[src/rtl/ecg_group_scheduler_if.sv]
// ecg_group_scheduler_if: encoder/packer handshake bundle for the ECG group scheduler
interface ecg_group_scheduler_if;
  logic       start;
  logic [2:0] comp_skip_in;
  logic       enc_valid_op;
  logic [6:0] enc_size;
  logic       out_ready;
  logic [1:0] ecgidx;
  logic [1:0] component_idx;
  logic       component_skip;
  logic       enc_strobe;
  logic       out_valid;
  logic       busy;
  logic       done;
  logic       err_oversize;
  logic [9:0] bit_count;
  modport master (
    input  start, comp_skip_in, enc_valid_op, enc_size, out_ready,
    output ecgidx, component_idx, component_skip, enc_strobe, out_valid,
           busy, done, err_oversize, bit_count
  );
  modport slave (
    output start, comp_skip_in, enc_valid_op, enc_size, out_ready,
    input  ecgidx, component_idx, component_skip, enc_strobe, out_valid,
           busy, done, err_oversize, bit_count
  );
endinterface

[src/rtl/ecg_group_scheduler.sv]
// ecg_group_scheduler: sequences 12 ECG groups through the encoder; ECG_SCHED_BITCOUNT_EN adds a saturating bit_count
module ecg_group_scheduler (
  input logic clk,
  input logic rst,
  ecg_group_scheduler_if.master bus
);
  typedef enum logic [2:0] {IDLE, ISSUE, CAPTURE, HOLD, DONE} state_t;
  state_t state, state_nxt;
  logic [1:0] ecg_r, comp_r;
  logic [3:0] skip_r;
  logic err_r, adv, last;
  assign last = comp_r == 2'd2 && ecg_r == 2'd3;
  always_comb begin
    state_nxt = state;
    adv = 1'b0;
    unique case (state)
      IDLE:    state_nxt = bus.start ? ISSUE : IDLE;
      ISSUE:   state_nxt = CAPTURE;
      CAPTURE: begin
        state_nxt = bus.enc_valid_op ? HOLD : CAPTURE;
        adv = !bus.enc_valid_op;
      end
      HOLD:    adv = bus.out_ready;
      DONE:    state_nxt = IDLE;
      default: state_nxt = IDLE;
    endcase
    if (adv) state_nxt = last ? DONE : ISSUE;
  end
  always_ff @(posedge clk or negedge rst) begin
    if (!rst) begin
      state  <= IDLE;
      ecg_r  <= '0;
      comp_r <= '0;
      skip_r <= '0;
      err_r  <= 1'b0;
    end else begin
      state <= state_nxt;
      if (state == IDLE && bus.start) begin
        skip_r <= {1'b0, bus.comp_skip_in};
        err_r  <= 1'b0;
      end
      if (state == CAPTURE && !bus.enc_valid_op) err_r <= 1'b1;
      if (adv) begin
        ecg_r  <= ecg_r + 2'd1;
        comp_r <= last ? 2'd0 : comp_r + {1'b0, ecg_r == 2'd3};
      end
    end
  end
  assign bus.ecgidx         = ecg_r;
  assign bus.component_idx  = comp_r;
  assign bus.component_skip = state != IDLE && skip_r[comp_r];
  assign bus.enc_strobe     = state == ISSUE;
  assign bus.out_valid      = state == HOLD;
  assign bus.busy           = state != IDLE;
  assign bus.done           = state == DONE;
  assign bus.err_oversize   = err_r;
`ifdef ECG_SCHED_BITCOUNT_EN
  logic [6:0]  size_r;
  logic [9:0]  cnt_r;
  logic [10:0] sum;
  assign sum = {1'b0, cnt_r} + {4'd0, size_r};
  always_ff @(posedge clk or negedge rst) begin
    if (!rst) begin
      size_r <= '0;
      cnt_r  <= '0;
    end else begin
      if (state == IDLE && bus.start) cnt_r <= '0;
      if (state == CAPTURE) size_r <= bus.enc_size;
      if (state == HOLD && bus.out_ready) cnt_r <= sum[10] ? 10'h3ff : sum[9:0];
    end
  end
  assign bus.bit_count = cnt_r;
`else
  assign bus.bit_count = '0;
`endif
endmodule

[src/flat_wrapper.sv]
// flat-port wrapper written by rule: the top's interface ports become plain ports
module ecg_group_scheduler_flat 
  (clk, rst, bus_start, bus_comp_skip_in, bus_enc_valid_op, bus_enc_size, bus_out_ready, bus_ecgidx, bus_component_idx, bus_component_skip, bus_enc_strobe, bus_out_valid, bus_busy, bus_done, bus_err_oversize, bus_bit_count);
  ecg_group_scheduler_if bus_i ();
  input logic clk;
  input logic rst;
  input wire logic [$bits(bus_i.start)-1:0] bus_start;
  input wire logic [$bits(bus_i.comp_skip_in)-1:0] bus_comp_skip_in;
  input wire logic [$bits(bus_i.enc_valid_op)-1:0] bus_enc_valid_op;
  input wire logic [$bits(bus_i.enc_size)-1:0] bus_enc_size;
  input wire logic [$bits(bus_i.out_ready)-1:0] bus_out_ready;
  output wire logic [$bits(bus_i.ecgidx)-1:0] bus_ecgidx;
  output wire logic [$bits(bus_i.component_idx)-1:0] bus_component_idx;
  output wire logic [$bits(bus_i.component_skip)-1:0] bus_component_skip;
  output wire logic [$bits(bus_i.enc_strobe)-1:0] bus_enc_strobe;
  output wire logic [$bits(bus_i.out_valid)-1:0] bus_out_valid;
  output wire logic [$bits(bus_i.busy)-1:0] bus_busy;
  output wire logic [$bits(bus_i.done)-1:0] bus_done;
  output wire logic [$bits(bus_i.err_oversize)-1:0] bus_err_oversize;
  output wire logic [$bits(bus_i.bit_count)-1:0] bus_bit_count;
  assign bus_i.start = bus_start;
  assign bus_i.comp_skip_in = bus_comp_skip_in;
  assign bus_i.enc_valid_op = bus_enc_valid_op;
  assign bus_i.enc_size = bus_enc_size;
  assign bus_i.out_ready = bus_out_ready;
  assign bus_ecgidx = bus_i.ecgidx;
  assign bus_component_idx = bus_i.component_idx;
  assign bus_component_skip = bus_i.component_skip;
  assign bus_enc_strobe = bus_i.enc_strobe;
  assign bus_out_valid = bus_i.out_valid;
  assign bus_busy = bus_i.busy;
  assign bus_done = bus_i.done;
  assign bus_err_oversize = bus_i.err_oversize;
  assign bus_bit_count = bus_i.bit_count;
  ecg_group_scheduler u_core (.clk(clk), .rst(rst), .bus(bus_i));
endmodule
[config.mk]
export PLATFORM = sky130hd
export DESIGN_NAME = ecg_group_scheduler_flat
export DESIGN_NICKNAME = d
export VERILOG_FILES = /design/src/rtl/ecg_group_scheduler_if.sv /design/src/rtl/ecg_group_scheduler.sv /design/src/flat_wrapper.sv
export SDC_FILE = /design/constraint.sdc
export NUM_CORES = 1
export LEC_CHECK = 0
export BUFFER_PORTS_ARGS = -buffer_cell sky130_fd_sc_hd__clkbuf_2
export CAP_MARGIN = 20
export CORE_MARGIN = 4
export CORE_UTILIZATION = 47
export DETAILED_ROUTE_END_ITERATION = 12
export GPL_TIMING_DRIVEN = 1
export HOLD_SLACK_MARGIN = 0.05
export PLACE_DENSITY = 0.89
export SYNTH_ARGS = -nofsm -noshare
export SYNTH_HDL_FRONTEND = slang
export SYNTH_SLANG_ARGS = --single-unit
[constraint.sdc]
create_clock -name clk -period 2.1 [get_ports clk]
set_input_delay 0.21 -clock clk [delete_from_list [all_inputs] [get_ports clk]]
set_output_delay 0.21 -clock clk [all_outputs]
set_load 0.005 [all_outputs]
==> results of run 1 <==
-- cell type report --
cell class,instances,share of cell area [%]
Clock buffer,4,3.251
Timing Repair Buffer,18,11.76
Tap cell,15,2.322
Inverter,2,0.9288
Sequential cell,11,34.06
Multi-Input combinational cell,53,47.68
-- final timing paths --
kind	start	to	slack, ns
worst min-delay path	bus_comp_skip_in[2]	u_core.skip_r[2]	0.15
worst max-delay path	u_core.state[0]	bus_component_skip	0.57
min in group asynchronous	rst	u_core.state[1]	0.37
worst max register to register	u_core.state[1]	u_core.bus.ecgidx[1]	0.59
max in group asynchronous	rst	u_core.bus.ecgidx[1]	1.51
worst min register to register	u_core.skip_r[1]	u_core.skip_r[1]	0.49
-- power breakdown --
group | internal [W] | leakage, nW | switching [W] | total, W
clock | 0.0000737 | 0.0150 | 0.0000743 | 0.000148
sequential | 0.000318 | 0.127 | 0.000157 | 0.000475
combinational | 0.000315 | 0.233 | 0.000258 | 0.000573
total | 0.000707 | 0.375 | 0.000489 | 0.00120
-- registers in the layout, indices dropped and copies added (netlist names) --
register / count
u_core.skip_r: 3
u_core.state: 3
u_core.bus.component_idx: 2
u_core.bus.ecgidx: 2
u_core.bus.err_oversize: 1
-- per-stage QoR --
step / hold WS (ns) / setup WS (ns) / instance area, um^2
floorplan: -0.08559 / 0.8297 / 753.2
global placement: 0.09534 / 0.6252 / 772.0
detailed placement: 0.1018 / 0.6079 / 772.0
CTS: 0.1450 / 0.5692 / 808.3
global route: 0.1540 / 0.4744 / 808.3
finish: 0.1500 / 0.5686 / 808.3
-- cell usage after synthesis (2+ instances only) --
master	count	area share [%]
inv_1	2	1.0
mux2i_1	2	2.8
buf_4	10	10
mux2_1	4	6.3
o211ai_1	2	2.1
nand3b_1	2	2.1
ha_1	2	3.5
buf_2	2	1.4
nor3_1	3	2.1
o22a_1	2	2.4
dfrtp_1	11	38
o21ai_0	3	2.1
nand2_1	3	1.6
-- cells in the final DEF, fill, tap and decap left out, types with 2 or more instances in the layout --
cell type | netlist | routed
nand3b_1 | 2 | 2
o22a_1 | 2 | 2
dfrtp_1 | 11 | 11
nor3_1 | 3 | 3
mux2i_1 | 2 | 2
o211ai_1 | 2 | 2
clkbuf_2 | 0 | 17
o21ai_0 | 3 | 3
ha_1 | 2 | 2
conb_1 | 1 | 10
nand2_1 | 3 | 3
mux2_1 | 4 | 4
inv_1 | 2 | 2
clkbuf_4 | 0 | 3
-- per-layer routing --
metal	up-vias	global-route usage, %	share of wire (%)
met4	0	8.287	1.6
met5	-	0	0
met3	3	6.130	6.1
met1	255	18.62	42
li1	264	-	-
met2	19	23.04	50
-- what timing repair did --
item,4_1_cts,5_1_grt
hold buffers,1,0
gates resized for setup,0,0
setup endpoints to repair,0,0
setup buffers,0,0
hold endpoints to repair,11,0
-- logic make-up after synthesis --
kind of cell | count (synthesis) | share of synthesized area [%]
AND/OR/NAND/NOR | 19 | 17.57
AO/OA/AOI/OAI | 15 | 17.04
buffers and inverters | 14 | 12.87
flip-flops | 11 | 38.26
multiplexers | 6 | 9.043
adder cells (fa/ha/maj) | 2 | 3.478
other | 1 | 0.5212
XOR/XNOR | 1 | 1.218
-- worst max-delay path: stages, from the launching register on --
cell	delay, ns
dfrtp_1	0.52
nor2_1	0.19
nand2_1	0.09
and2_1	0.14
clkbuf_2	0.10
==> impl_metrics.yaml, run 1 <==
outcome:
  status: "finished, final reports clean"
sta:
  fin_crit_sh_pct: 72.92
  maxSlewViolCount: 0
  tns_ns: 0
  fmax_mhz: 653.0
  timing.final.crit_period_ns: 1.531
  rsz0062_at_grt: "false"
  setup_violations: 0
  fin_skew_ns: 0.002104
  hold_viol: 0
cells_and_area:
  final_nets: 106
  syn_to_final_growth_pct: 12.35
  layoutNonFillerInstCount: 103
  seq_area_um2: 275.3
  multi_input_area_um2: 385.4
  drive_gt1_share_pct: 28.41
  num_antenna_cells: 0
  layout.filler_cells: 128
  finish.utilization_pct: 59.16
routing:
  viasPerCell: 5.252
  avgRoutedWirePerCell_um: 13.58
  num_vias: 541
  wl_um: 1399
  drc: 0
  drt_iter0_drc: 13
  detail-route-antenna-nets: 0
  firstDrtPassIters: 3
min_path:
  min_path_cells: 2
  holdCritPathClass: "in2reg"
floorplanning:
  fp-row-count: 13
  dieHeight_um: 47.13
  initial_core_util_pct: 52.66
  dieArea_um2: 2221
  core_area_um2: 1366
  fp.dieW_um: 47.13
  ios: 35
global_routing:
  gr-total-overflow: 0
  grt_pass1_vias: 484
  antenna_found_initial: 0
  grt_pass1_wl_um: 2249
  grt.total_usage_pct: 15.28
  grt_max_degree: 14
synth:
  syn_inst: 69
  ys_seq_elements: 11
  syn_avg_cell_area_um2: 10.43
  yosysSeqAreaShare_pct: 38.26
  synth_cell_types: 34
  netlist_area_um2: 719.4
  ys_warn_count: 0
  ys.flop_type: "dfrtp_1"
  synth_edf_count: 0
  ys_async_sr_fraction_pct: 100.0
setup_path:
  startpoint_type: "flip-flop"
  crit_fanout: 13
  arrival_ns: 1.32
  crit_type: "reg2out"
  critPathCaptureType: "primary output"
  reg2regPathDepth: 3
  critPathRequiredTime_ns: 1.89
place:
  portBuffers: 17
  dp_cells: 98
  hpwl_um: 1072
  gp_congestion: 0.7451
power:
  power_w: 0.001196
  irDropWorstVdd_uv: 858.4
  p_leak_nw: 0.3748
  cellPowerDensity_nw_per_um2: 1479
clocking:
  clk_latency_ns: 0.27
  cts_made_buffers: 3
  cts_root_buf: "clkbuf_4"
  tritoncts: "yes"
  clockBufferDepth: 2
  clock-sinks: 11
  clk_pin_slew_worst_paths_ns: 0.07
  htreeDepth: 1
run:
  drv_cap: 0
(Power assumes the default switching activity.)
==> run 2, diff against run 1 <==
--- a/config.mk
+++ b/config.mk
@@ -5,14 +5,15 @@
 export SDC_FILE = /design/constraint.sdc
 export NUM_CORES = 1
 export LEC_CHECK = 0
+export ABC_AREA = 1
 export BUFFER_PORTS_ARGS = -buffer_cell sky130_fd_sc_hd__clkbuf_2
 export CAP_MARGIN = 20
 export CORE_MARGIN = 4
-export CORE_UTILIZATION = 47
+export CORE_UTILIZATION = 39
 export DETAILED_ROUTE_END_ITERATION = 12
 export GPL_TIMING_DRIVEN = 1
 export HOLD_SLACK_MARGIN = 0.05
-export PLACE_DENSITY = 0.89
+export PLACE_DENSITY = 0.81
 export SYNTH_ARGS = -nofsm -noshare
 export SYNTH_HDL_FRONTEND = slang
 export SYNTH_SLANG_ARGS = --single-unit
==> constraint.sdc (replaced) <==
create_clock -name clk -period 1.3 [get_ports clk]
set_input_delay 0.13 -clock clk [delete_from_list [all_inputs] [get_ports clk]]
set_output_delay 0.13 -clock clk [all_outputs]
set_load 0.005 [all_outputs]
==> run 2 against run 1 <==
Global-route usage is 3.1 points lower. Count of clock-buffer cells in the layout stayed put. Via count is 9.2% higher. Core utilization is 3.9 points lower. Critical endpoint unchanged.
==> impl_metrics.yaml, run 2 <==
power:
  irDropWorstVdd_uv: 988.1
  cellPowerDensity_nw_per_um2: 2185
  p_leak_nw: 0.4863
  power_w: 0.001881
cells_and_area:
  layout_commonest_cell: "clkbuf_2"
  layoutNonFillerInstCount: 126
  syn_to_final_growth_pct: 28.60
  final_nets: 128
  layout_common_cells: "17 x clkbuf_2, 14 x nand2_1, 12 x inv_1"
  drive_gt1_share_pct: 36.36
  num_antenna_cells: 0
  reg.largest.list: "u_core.skip_r: 3 flops, u_core.state: 3 flops"
synth:
  yosys.area.top_type_share_pct: 41.12
  synth_edf_count: 0
  yosys.area.top_type: "dfrtp_1"
  yosysSeqAreaShare_pct: 41.12
  syn_inst: 81
  netlist_area_um2: 669.4
  synth_cell_types: 17
  ys_warn_count: 0
  ys_async_sr_fraction_pct: 100.0
  yosysMostFrequentCell: "nand2_1"
  ys_seq_elements: 11
  ys_top_cells_by_count: "14 x nand2_1, 13 x inv_1, 11 x dfrtp_1"
  synth_area_leaders: "dfrtp_1 41%, buf_4 11%, nand2_1 7.9%, inv_1 7.3%, nand3_1 6.7%"
  syn_avg_cell_area_um2: 8.264
  ys.flop_type: "dfrtp_1"
sta:
  fin_skew_ns: 0.002531
  fin_crit_sh_pct: 96.19
  maxSlewViolCount: 0
  hold_viol: 0
  fmax_mhz: 799.7
  worst_slack_ns: 0.04955
  setup_violations: 0
  timing.final.crit_period_ns: 1.250
  rsz0062_at_grt: "true"
clocking:
  cts_root_buf: "clkbuf_4"
  htreeDepth: 1
  clockBufferDepth: 2
  tritoncts: "yes"
  cts_made_buffers: 3
  clk_latency_ns: 0.27
  clock-sinks: 11
  clk_pin_slew_worst_paths_ns: 0.07
floorplanning:
  core_area_um2: 1559
  fp-row-count: 14
  dieArea_um2: 2443
  initial_core_util_pct: 42.94
  fp.dieW_um: 49.43
  dieHeight_um: 49.43
  ios: 35
min_path:
  holdCritPathClass: "in2reg"
global_routing:
  grt_pass1_wl_um: 2249
  met1_usage_pct: 14.93
  grt_max_degree: 12
  antenna_found_initial: 0
  grt.met3_usage_pct: 2.141
  gr-total-overflow: 0
  grt_pass1_vias: 507
  use_met2_pct: 19.20
  grt.total_usage_pct: 12.16
  grt.busiest_layer: "met2"
place:
  place_ws_ns: 0.08989
  gp_congestion: 0.7906
  hpwl_um: 943.1
  portBuffers: 17
  dp_cells: 114
setup_path:
  critPathRequiredTime_ns: 1.17
  crit_type: "reg2out"
  arrival_ns: 1.12
  crit_fanout: 5
  critPathCaptureType: "primary output"
  startpoint_type: "flip-flop"
routing:
  detail-route-antenna-nets: 0
  drc: 0
  avgRoutedWirePerCell_um: 10.93
  firstDrtPassIters: 4
  wl_um: 1377
  drt_iter0_drc: 4
  viasPerCell: 4.690
  num_vias: 591
outcome:
  status: "finished, final reports clean"
run:
  drv_cap: 0
==> run 2: cell count changes in the layout (fill, tap and decap cells not counted), sizes merged, moves of 2 or more <==
cell    change
nand2      +12
mux2i       -2
buf         +8
inv        +11
nor2        +5
o211ai      -2
nand3      +12
o22a        -2
nand3b      -2
mux2        -4
==> run 2: worst paths after layout <==
path / start / endpoint / slack [ns] / cells past startpoint
max in group asynchronous: rst / u_core.state[2] / 0.79 / 2
worst min register to register: u_core.bus.err_oversize / u_core.bus.err_oversize / 0.48 / 2
worst max register to register: u_core.bus.ecgidx[0] / u_core.bus.component_idx[1] / 0.08 / 5
min in group asynchronous: rst / u_core.state[1] / 0.27 / 2
worst max-delay path: u_core.bus.component_idx[1] / bus_component_skip / 0.05 / 4
worst min-delay path: bus_comp_skip_in[0] / u_core.skip_r[0] / 0.07 / 3
==> run 2: area by class of cell <==
type                       count  area, um^2
sequential                    11       277.8
tap                           16       20.02
fill                         158       698.2
timing repair buffer          26       158.9
clock buffer                   4       26.28
inverter                      13       48.80
multi-input combinational     56       329.1
==> run 2: kinds of logic after synthesis <==
kind of cell             Yosys count  share of synthesized area, %
flip-flops                        11                         41.12
XOR/XNOR                           1                         1.309
other                              1                        0.5602
AND/OR/NAND/NOR                   37                         30.28
AO/OA/AOI/OAI                      6                         4.485
adder cells (fa/ha/maj)            2                         3.738
buffers and inverters             23                         18.50
==> run 2: repair_timing <==
item | 4_1_cts | 5_1_grt
gates resized for setup | 2 | 8
endpoints found under the hold margin | 11 | 0
setup buffers | 3 | 4
hold buffers | 1 | 0
endpoints found under the setup margin | 3 | 10
pin swaps | 1 | 2
==> run 2: worst max-delay path: stages, from the launching register on <==
cell,delay [ns]
dfrtp_2,0.43
nor2_1,0.10
o21ai_0,0.08
a21oi_1,0.12
clkbuf_2,0.12
==> run 2: per-stage QoR <==
stage	TNS (ns)	cell area [um^2]	utilization (%)	hold slack [ns]
floorplan	0	703.2	-	-0.1656
global placement	0	740.7	47.51	0.01566
detailed placement	0	740.7	47.51	0.02516
CTS	0	803.3	51.52	0.06421
global route	-0.03502	860.8	55.22	0.06340
finish	0	860.8	55.22	0.06892
==> run 2: power by group <==
part           total (W)  switching (W)  internal (W)
sequential      0.000616       0.000119      0.000497
combinational    0.00103       0.000531      0.000501
clock           0.000233       0.000115      0.000119
==> run 2: per-layer routing <==
| layer | vias up | wire, um |
|---|---|---|
| li1 | 297 | - |
| met1 | 263 | 608 |
| met2 | 25 | 631 |
| met3 | 6 | 109 |
| met4 | 0 | 27 |
| met5 | - | 0 |
==> run 3, diff against run 2 <==
--- a/config.mk
+++ b/config.mk
@@ -9,11 +9,11 @@
 export BUFFER_PORTS_ARGS = -buffer_cell sky130_fd_sc_hd__clkbuf_2
 export CAP_MARGIN = 20
 export CORE_MARGIN = 4
-export CORE_UTILIZATION = 39
+export CORE_UTILIZATION = 43
 export DETAILED_ROUTE_END_ITERATION = 12
 export GPL_TIMING_DRIVEN = 1
 export HOLD_SLACK_MARGIN = 0.05
-export PLACE_DENSITY = 0.81
+export PLACE_DENSITY = 0.85
 export SYNTH_ARGS = -nofsm -noshare
 export SYNTH_HDL_FRONTEND = slang
 export SYNTH_SLANG_ARGS = --single-unit
==> constraint.sdc (replaced) <==
create_clock -name clk -period 1.24 [get_ports clk]
set_input_delay 0.124 -clock clk [delete_from_list [all_inputs] [get_ports clk]]
set_output_delay 0.124 -clock clk [all_outputs]
set_load 0.005 [all_outputs]
==> run 3 against run 2 <==
The run now ends with negative setup slack left. Final cell count is 1.6% higher. Critical path type unchanged. Hold slack hardly changed. Sequential share of layout area is 1.3 points lower. Core utilization is 9.9 points higher. Flip-flop and latch count stayed put. Cell area is 4.5% higher. Critical path depth stayed put. Count of clock-buffer cells in the layout stayed put. Global-route usage is 2.7 points higher. Clock power is 4% higher. Worst setup slack worse by 0.093 ns.
==> impl_metrics.yaml, run 3 (synthesis gave the netlist of run 2 again) <==
global_routing:
  grt_pass1_vias: 557
  grt.total_usage_pct: 14.86
  grt_pass1_wl_um: 2311
  grt_max_degree: 12
  antenna_found_initial: 0
  gr-total-overflow: 0
sta:
  fin_crit_sh_pct: 103.5
  fin_skew_ns: 0.001347
  hold_ws_ns: 0.06881
  fmax_mhz: 779.4
  timing.final.crit_period_ns: 1.283
  rsz0062_at_grt: "true"
  maxSlewViolCount: 0
  setup_violations: 4
  hold_viol: 0
  worst_slack_ns: -0.04307
  tns_ns: -0.1053
power:
  power_w: 0.002115
  irDropWorstVdd_uv: 1319
  p_clk_share_pct: 11.4
  cellPowerDensity_nw_per_um2: 2351
  power_frac_comb_pct: 57.9
  swShare_pct: 41.27
  switchingPower_w: 0.0008727
  p_int_w: 0.001242
  sequentialPowerShare_pct: 30.7
  p_leak_nw: 0.4992
cells_and_area:
  layoutNonFillerInstCount: 128
  layout_common_cells: "17 x clkbuf_2, 14 x nand2_1, 10 x conb_1, 10 x buf_4"
  reg.largest.list: "u_core.skip_r: 3 flops, u_core.state: 3 flops"
  layout_commonest_cell: "clkbuf_2"
  syn_to_final_growth_pct: 34.39
  final_nets: 131
  num_antenna_cells: 0
  drive_gt1_share_pct: 42.48
routing:
  drc: 0
  avgRoutedWirePerCell_um: 12.00
  wl_um: 1536
  drt_iter0_drc: 9
  firstDrtPassIters: 4
  detail-route-antenna-nets: 0
  viasPerCell: 4.750
  num_vias: 608
setup_path:
  critPathRequiredTime_ns: 1.12
  crit_start: "u_core.bus.component_idx[1]"
  arrival_ns: 1.16
  reg2reg_from: "u_core.state[0]"
  critPathCaptureType: "primary output"
  startpoint_type: "flip-flop"
  crit_fanout: 4
  crit_type: "reg2out"
run:
  drv_cap: 0
outcome:
  status: "complete, but fails checks"
  violations: "negative setup slack"
clocking:
  clk_latency_ns: 0.27
  cts_made_buffers: 3
  cts_root_buf: "clkbuf_4"
  clockBufferDepth: 2
  htreeDepth: 1
  clock-sinks: 11
  clk_pin_slew_worst_paths_ns: 0.07
  tritoncts: "yes"
place:
  dp_cells: 114
  gp_congestion: 0.7048
  place_ws_ns: 0.08218
  portBuffers: 17
  hpwl_um: 1029
min_path:
  hold_path_startpoint: "bus_comp_skip_in[0]"
  holdCritPathClass: "in2reg"
floorplanning:
  dieHeight_um: 47.46
  fp.dieW_um: 47.46
  core_area_um2: 1383
  fp-row-count: 13
  ios: 35
  initial_core_util_pct: 48.42
  dieArea_um2: 2252
[run 3: critical path, cell delays in order, from the launching register on]
cell	delay [ns]
dfrtp_2	0.42
nor2_1	0.12
o21ai_1	0.09
a21oi_1	0.13
clkbuf_2	0.12
[run 3: final cells by class]
cell class	instances	area [um^2]
Clock buffer	4	26.28
Fill cell	128	483.0
Inverter	13	51.30
Multi-Input combinational cell	56	342.8
Sequential cell	11	279.0
Tap cell	15	18.77
Timing Repair Buffer	29	181.4
[run 3: stage by stage]
step	area (um^2)	utilization [%]
2_1_floorplan	703.2	-
3_3_place_gp	747.0	54.03
3_5_place_dp	747.0	54.03
4_1_cts	844.6	61.09
5_1_grt	899.6	65.07
6_report	899.6	65.07
[run 3: layer usage]
layer,part of all wire [%],up-vias,GRT usage [%]
li1,-,300,-
met1,39,284,18.63
met2,53,19,25.13
met3,5.9,5,2.256
met4,1.4,0,6.630
met5,0,-,0
[run 3: what timing repair did]
action,in CTS,in global routing
setup buffers,6,3
hold buffers,1,0
gates resized for setup,7,11
pin swaps,2,4
endpoints found under the setup margin,5,8
endpoints found under the hold margin,11,0
[run 3: power groups by stage]
| stage | Sequential [W] | Clock, W | Combinational [W] |
|---|---|---|---|
| floorplan | 0.000668 | 0 | 0.000536 |
| global placement | 0.000643 | 0 | 0.000822 |
| detailed placement | 0.000657 | 0 | 0.000866 |
| CTS | 0.000634 | 0.000246 | 0.00106 |
| global route | 0.000665 | 0.000272 | 0.00135 |
| finish | 0.000649 | 0.000242 | 0.00122 |
[run 3: worst paths after layout]
kind	endpoint	slack, ns	cells past startpoint
setup / recovery	bus_component_skip	-0.04	4
hold / removal	u_core.skip_r[0]	0.07	3
setup reg to reg	u_core.bus.err_oversize	0.07	6
hold reg to reg	u_core.skip_r[0]	0.49	2
max in group asynchronous	u_core.bus.component_idx[1]	0.75	2
min in group asynchronous	u_core.bus.err_oversize	0.26	2
